--- config.mk ---
export PLATFORM = sky130hd
export DESIGN_NAME = countdown_timer_flat
export DESIGN_NICKNAME = d
export VERILOG_FILES = /design/src/rtl/countdown_timer_if.sv /design/src/rtl/countdown_timer.sv /design/src/flat_wrapper.sv
export SDC_FILE = /design/constraint.sdc
export NUM_CORES = 1
export LEC_CHECK = 0
export BUFFER_PORTS_ARGS = -buffer_cell sky130_fd_sc_hd__buf_2
export CORE_MARGIN = 2
export CORE_UTILIZATION = 30
export DETAILED_ROUTE_END_ITERATION = 8
export PLACE_DENSITY_LB_ADDON = 0.05
export RECOVER_POWER = 50
export SKIP_LAST_GASP = 1
export SLEW_MARGIN = 20
export SYNTH_ARGS = -nofsm -noshare
export SYNTH_HDL_FRONTEND = slang
export SYNTH_SLANG_ARGS = --single-unit
--- constraint.sdc ---
create_clock -name clk -period 1.65 [get_ports clk]
set_input_delay 0.495 -clock clk [delete_from_list [all_inputs] [get_ports clk]]
set_output_delay 0.495 -clock clk [all_outputs]
set_load 0.02 [all_outputs]
--- src/rtl/countdown_timer_if.sv ---
// -----------------------------------------------------------------------------
// countdown_timer_if
//   Control/status bundle of the countdown timer.
//   master : drives en, load, load_val, start, stop, periodic; observes status.
//   slave  : the timer itself; observes control, drives out, busy, tc, done.
//   Parameter DATA_WIDTH : width of load_val and out.
// -----------------------------------------------------------------------------
interface countdown_timer_if #(
  parameter int DATA_WIDTH = 8
);
  logic                  en;
  logic                  load;
  logic [DATA_WIDTH-1:0] load_val;
  logic                  start;
  logic                  stop;
  logic                  periodic;
  logic [DATA_WIDTH-1:0] out;
  logic                  busy;
  logic                  tc;
  logic                  done;

  modport master (
    output en, load, load_val, start, stop, periodic,
    input  out, busy, tc, done
  );

  modport slave (
    input  en, load, load_val, start, stop, periodic,
    output out, busy, tc, done
  );
endinterface

--- src/rtl/countdown_timer.sv ---
// -----------------------------------------------------------------------------
// countdown_timer
//   Loadable down-counter with IDLE/ARMED/RUN/DONE control. Counts the loaded
//   value down to zero, pulses tc, then reloads (periodic) or stops (one-shot).
//
//   Ports:
//     clk  - single clock, rising edge
//     rst  - synchronous reset, active-high
//     bus  - countdown_timer_if.slave (en, load, load_val, start, stop,
//            periodic in; out, busy, tc, done out, all registered)
//
//   Build option: define COUNTDOWN_PRESCALE_EN to insert a prescaler so one
//   count tick happens every PRESCALE enabled RUN cycles. Without it every
//   enabled RUN cycle is a tick and PRESCALE is unused.
//
//   Per-cycle priority: rst > load > stop > start > counting.
// -----------------------------------------------------------------------------
module countdown_timer #(
  parameter int DATA_WIDTH = 8,
  parameter int PRESCALE   = 4
) (
  input  logic              clk,
  input  logic              rst,
  countdown_timer_if.slave  bus
);

  typedef enum logic [1:0] {
    IDLE  = 2'd0,
    ARMED = 2'd1,
    RUN   = 2'd2,
    DONE  = 2'd3
  } state_e;

  state_e                state_q, state_d;
  logic [DATA_WIDTH-1:0] out_q, out_d;
  logic [DATA_WIDTH-1:0] reload_q, reload_d;
  logic                  busy_q, busy_d;
  logic                  tc_q, tc_d;
  logic                  done_q, done_d;
  logic                  tick;

`ifdef COUNTDOWN_PRESCALE_EN
  localparam int PW = (PRESCALE > 1) ? $clog2(PRESCALE) : 1;
  localparam logic [PW-1:0] PRE_LAST = PW'(PRESCALE - 1);

  logic [PW-1:0] pre_q, pre_d;
  logic          pre_wrap;

  assign pre_wrap = (pre_q == PRE_LAST);
  assign tick     = (state_q == RUN) && bus.en && pre_wrap;
`else
  assign tick     = (state_q == RUN) && bus.en;
`endif

  // NOTE: every variable gets a default before any branch so no path leaves
  // it unassigned; otherwise synthesis infers a latch.
  always_comb begin
    state_d  = state_q;
    out_d    = out_q;
    reload_d = reload_q;
    done_d   = done_q;
    tc_d     = 1'b0;
`ifdef COUNTDOWN_PRESCALE_EN
    pre_d    = pre_q;
`endif

    if (bus.load) begin
      // Load aborts anything in flight, including a coinciding terminal tick.
      reload_d = bus.load_val;
      out_d    = bus.load_val;
      state_d  = ARMED;
      done_d   = 1'b0;
`ifdef COUNTDOWN_PRESCALE_EN
      pre_d    = '0;
`endif
    end else if (bus.stop) begin
      // Stop owns the cycle: it also suppresses a coinciding terminal tick.
      if (state_q == RUN) state_d = ARMED;
    end else if (bus.start && (state_q == ARMED || state_q == DONE)) begin
      state_d = RUN;
      if (state_q == DONE) begin
        out_d  = reload_q;
        done_d = 1'b0;
      end
`ifdef COUNTDOWN_PRESCALE_EN
      pre_d   = '0;
`endif
    end else if (state_q == RUN && bus.en) begin
`ifdef COUNTDOWN_PRESCALE_EN
      pre_d = pre_wrap ? '0 : pre_q + 1'b1;
`endif
      if (tick) begin
        if (out_q > DATA_WIDTH'(1)) begin
          out_d = out_q - 1'b1;
        end else begin
          // Terminal tick: out of 0 or 1 both terminate, so no wrap below 0.
          tc_d = 1'b1;
          if (bus.periodic) begin
            out_d = reload_q;
          end else begin
            out_d   = '0;
            state_d = DONE;
            done_d  = 1'b1;
          end
        end
      end
    end

    busy_d = (state_d == RUN);
  end

  // NOTE: state registers use non-blocking assignments so every flop samples
  // the pre-edge value of the others, independent of statement order.
  always_ff @(posedge clk) begin
    if (rst) begin
      state_q  <= IDLE;
      out_q    <= '0;
      reload_q <= '0;
      busy_q   <= 1'b0;
      tc_q     <= 1'b0;
      done_q   <= 1'b0;
`ifdef COUNTDOWN_PRESCALE_EN
      pre_q    <= '0;
`endif
    end else begin
      state_q  <= state_d;
      out_q    <= out_d;
      reload_q <= reload_d;
      busy_q   <= busy_d;
      tc_q     <= tc_d;
      done_q   <= done_d;
`ifdef COUNTDOWN_PRESCALE_EN
      pre_q    <= pre_d;
`endif
    end
  end

  assign bus.out  = out_q;
  assign bus.busy = busy_q;
  assign bus.tc   = tc_q;
  assign bus.done = done_q;

endmodule

--- src/flat_wrapper.sv ---
// flat-port wrapper written by rule: the top's interface ports become plain ports
module countdown_timer_flat 
#(
  parameter int DATA_WIDTH = 8,
  parameter int PRESCALE   = 4
)
  (clk, rst, bus_en, bus_load, bus_load_val, bus_start, bus_stop, bus_periodic, bus_out, bus_busy, bus_tc, bus_done);
  countdown_timer_if #(.DATA_WIDTH(DATA_WIDTH)) bus_i ();
  input  logic clk;
  input  logic rst;
  input wire logic [$bits(bus_i.en)-1:0] bus_en;
  input wire logic [$bits(bus_i.load)-1:0] bus_load;
  input wire logic [$bits(bus_i.load_val)-1:0] bus_load_val;
  input wire logic [$bits(bus_i.start)-1:0] bus_start;
  input wire logic [$bits(bus_i.stop)-1:0] bus_stop;
  input wire logic [$bits(bus_i.periodic)-1:0] bus_periodic;
  output wire logic [$bits(bus_i.out)-1:0] bus_out;
  output wire logic [$bits(bus_i.busy)-1:0] bus_busy;
  output wire logic [$bits(bus_i.tc)-1:0] bus_tc;
  output wire logic [$bits(bus_i.done)-1:0] bus_done;
  assign bus_i.en = bus_en;
  assign bus_i.load = bus_load;
  assign bus_i.load_val = bus_load_val;
  assign bus_i.start = bus_start;
  assign bus_i.stop = bus_stop;
  assign bus_i.periodic = bus_periodic;
  assign bus_out = bus_i.out;
  assign bus_busy = bus_i.busy;
  assign bus_tc = bus_i.tc;
  assign bus_done = bus_i.done;
  countdown_timer #(.DATA_WIDTH(DATA_WIDTH), .PRESCALE(PRESCALE)) u_core (.clk(clk), .rst(rst), .bus(bus_i));
endmodule
==> results.toml <==
[synthesis]
avgSynthCellArea_sq_um = 8.81
synth_top_area_cell = "dfxtp_1"
yosysSeqAreaShare_pct = 35.9
synth_most_common_cell = "dfxtp_1"
netlist_area_sq_um = 1170
ys_types = 46
synth_common_cells = "dfxtp_1, nor2_1, mux2i_1"
synth-edff-count = 0
postSynthCellCount = 133
synthTopCellsByArea = "dfxtp_1, mux2i_1, nor2_1"
yosys_warnings = 0
async_reset_ff_share_pct = 0
syn_nets = 150
synth_flop_cell = "dfxtp_1"
synth_top_area_share_pct = 35.9
yosys_register_bits = 21

[layout]
layout-drive-gt1-share_pct = 39.3
final_core_util_pct = 43.0
layout.nets = 196
area_delta_synth_final_pct = 36.3
antenna_cells = 0
fillers = 405

[critical_path]
worstPathArrival_ps = 1890
cp-startpoint = "u_core.bus.out[3]"
r2r-start = "u_core.bus.out[3]"
cp_max_fo = 4
r2r_slack_ps = -70
path_cells = "or4_4, nor3_4, buf_4, nand4_1, a311oi_1"
critPathLaunchType = "register"
max_stage_delay_ps = 570
critPathCaptureType = "register"
criticalPathCategory = "reg2reg"
rr_endpoint = "u_core.bus.out[5]"
crit_end = "u_core.bus.out[5]"
reg2reg_depth = 5
crit_required_ps = 1820
cpMaxStageDelayCell = "or4_4"

[sta]
worst_pin_slew_ps = 427
drv_slew = 0
slew_headroom_pct = 71.5
period_minus_slack_ps = 1720
hold_viol = 0
fmax_ghz = 0.582
setup_violations = 3
worst_clock_skew_ps = 1.75
period_share_pct = 104
hold_ws_ps = 490
setup_ws_ps = -67.5
rsz0062_at_grt = "yes"

[power]
p_int_mw = 0.887
power_frac_comb_pct = 29.6
p_clk_share_pct = 26.2
swShare_pct = 30.8
p_leak_nw = 0.698
pwr-share-seq_pct = 44.2
power.total_mw = 1.28
irDropWorstVdd_v = 0.000534
power_switching_mw = 0.395
power.density_nw_per_um2 = 803

[global_routing]
grt_pass1_vias = 1173
grt_pass1_wl_um = 5780
grt_overflow_total = 0
grtUsageTotal_pct = 17.3
grt_max_degree = 22
antenna_found_initial = 0

[routing]
ant_nets = 0
wl_per_cell_um = 15.0
routed_wl_um = 3380
routed_via_density = 5.39
vias = 1218
first_pass_iters = 4
dr.first_iter.drc_count = 74
drc = 0

[hold_path]
hp-class = "reg2reg"

[run]
max-cap-violations = 0

[clock_network]
clk_path_buf_depth = 2
clkTransAtPathRegs_ps = 80
clockRootBuffer = "clkbuf_8"
cts_tree = "yes"
clk_latency_ps = 260
cts.sinks = 21
numCtsBuffers = 3
hold_buffers = 0
h-tree-depth = 1

[die]
die_h_um = 66.5
initial_utilization_pct = 31.5
dieArea_sq_um = 4420
die_x_um = 66.5
io_pins = 26
coreArea_sq_um = 3720
num_rows = 22

[place]
gp_congestion = 0.781
place_ws_ps = -84.7
hpwl_um = 2590
port_buffers = 25

[run_status]
violations = "negative setup slack"
status = "finished, violations left"
==> critical path, delay by kind of cell (launching register included) <==
kind                   cells  cell delay (ps)
buffers and inverters      1              160
DFF                        1              340
AOI/OAI and AO/OA          1              220
and+or+nand+nor            3              920
==> metal layers <==
| layer | part of all wire, % | track usage [%] | vias to the layer above | routed length (um) |
|---|---|---|---|---|
| met5 | 0 | 0 | - | 0 |
| met4 | 0.41 | 2.30 | 0 | 14 |
| li1 | - | - | 601 | - |
| met2 | 46 | 27.6 | 32 | 1570 |
| met3 | 4.4 | 3.55 | 2 | 149 |
| met1 | 49 | 24.5 | 583 | 1650 |
==> power by group through the flow <==
stage / combinational, mW / sequential (mW) / clock [mW]
2_1_floorplan: 0.181 / 0.599 / 0
3_3_place_gp: 0.352 / 0.576 / 0
3_5_place_dp: 0.354 / 0.578 / 0
4_1_cts: 0.368 / 0.566 / 0.348
5_1_grt: 0.419 / 0.571 / 0.372
6_report: 0.380 / 0.566 / 0.336
==> state kept, by name, summed over array words and instances (netlist names) <==
signal,cells
u_core.bus.out,8
u_core.reload_q,8
u_core.state_q,2
u_core.bus.busy,1
u_core.bus.done,1
u_core.bus.tc,1
==> final cells by class <==
class                           instances  area [sq um]  share of cell area, %
Clock inverter                          1          5.00                  0.313
Clock buffer                            3          41.3                   2.59
Tap cell                               48          60.1                   3.76
Sequential cell                        21           429                   26.9
Inverter                                5          18.8                   1.18
Multi-Input combinational cell        100           743                   46.6
Timing Repair Buffer                   48           299                   18.7
==> cells in the final DEF, fill, tap and decap left out, drive strengths merged, types with 3 or more instances in the layout <==
cell type,instances
o21ai,3
a311oi,4
nor3,4
nor2,16
a21oi,4
nand3,5
clkbuf,5
o22ai,3
dfxtp,21
inv,5
nand2,5
mux2i,9
a21o,5
a221oi,4
buf,46
==> repair_timing <==
item | in CTS | in global routing
setup endpoints to repair | 11 | 11
gates resized for setup | 4 | 6
pin swaps | 7 | 3
setup buffers | 1 | 1
==> kinds of logic after synthesis <==
kind of cell	after synthesis	synth area share (%)
flops	21	35.9
fa+ha+maj	2	2.14
simple gates	48	23.1
xor+xnor	2	1.50
buf+inv	12	3.85
compound gates	38	24.9
mux	10	8.65
==> worst min path at each step <==
stage,start,end,cells after the start
floorplan,u_core.reload_q[2],u_core.bus.out[2],2
global placement,u_core.reload_q[4],u_core.bus.out[4],2
detailed placement,u_core.reload_q[2],u_core.bus.out[2],2
CTS,bus_load_val[2],u_core.reload_q[2],3
global route,bus_load_val[6],u_core.reload_q[6],3
finish,u_core.reload_q[2],u_core.bus.out[2],2
==> stage by stage <==
stage | cell area (sq um) | setup TNS, ps | instances
global route | 1600 | -930 | 226
CTS | 1570 | -149 | 225
floorplan | 1180 | -298 | 133
global placement | 1500 | -142 | 220
detailed placement | 1500 | -272 | 220
finish | 1600 | -196 | 226
No activity file was read; power rests on OpenSTA's default activity.
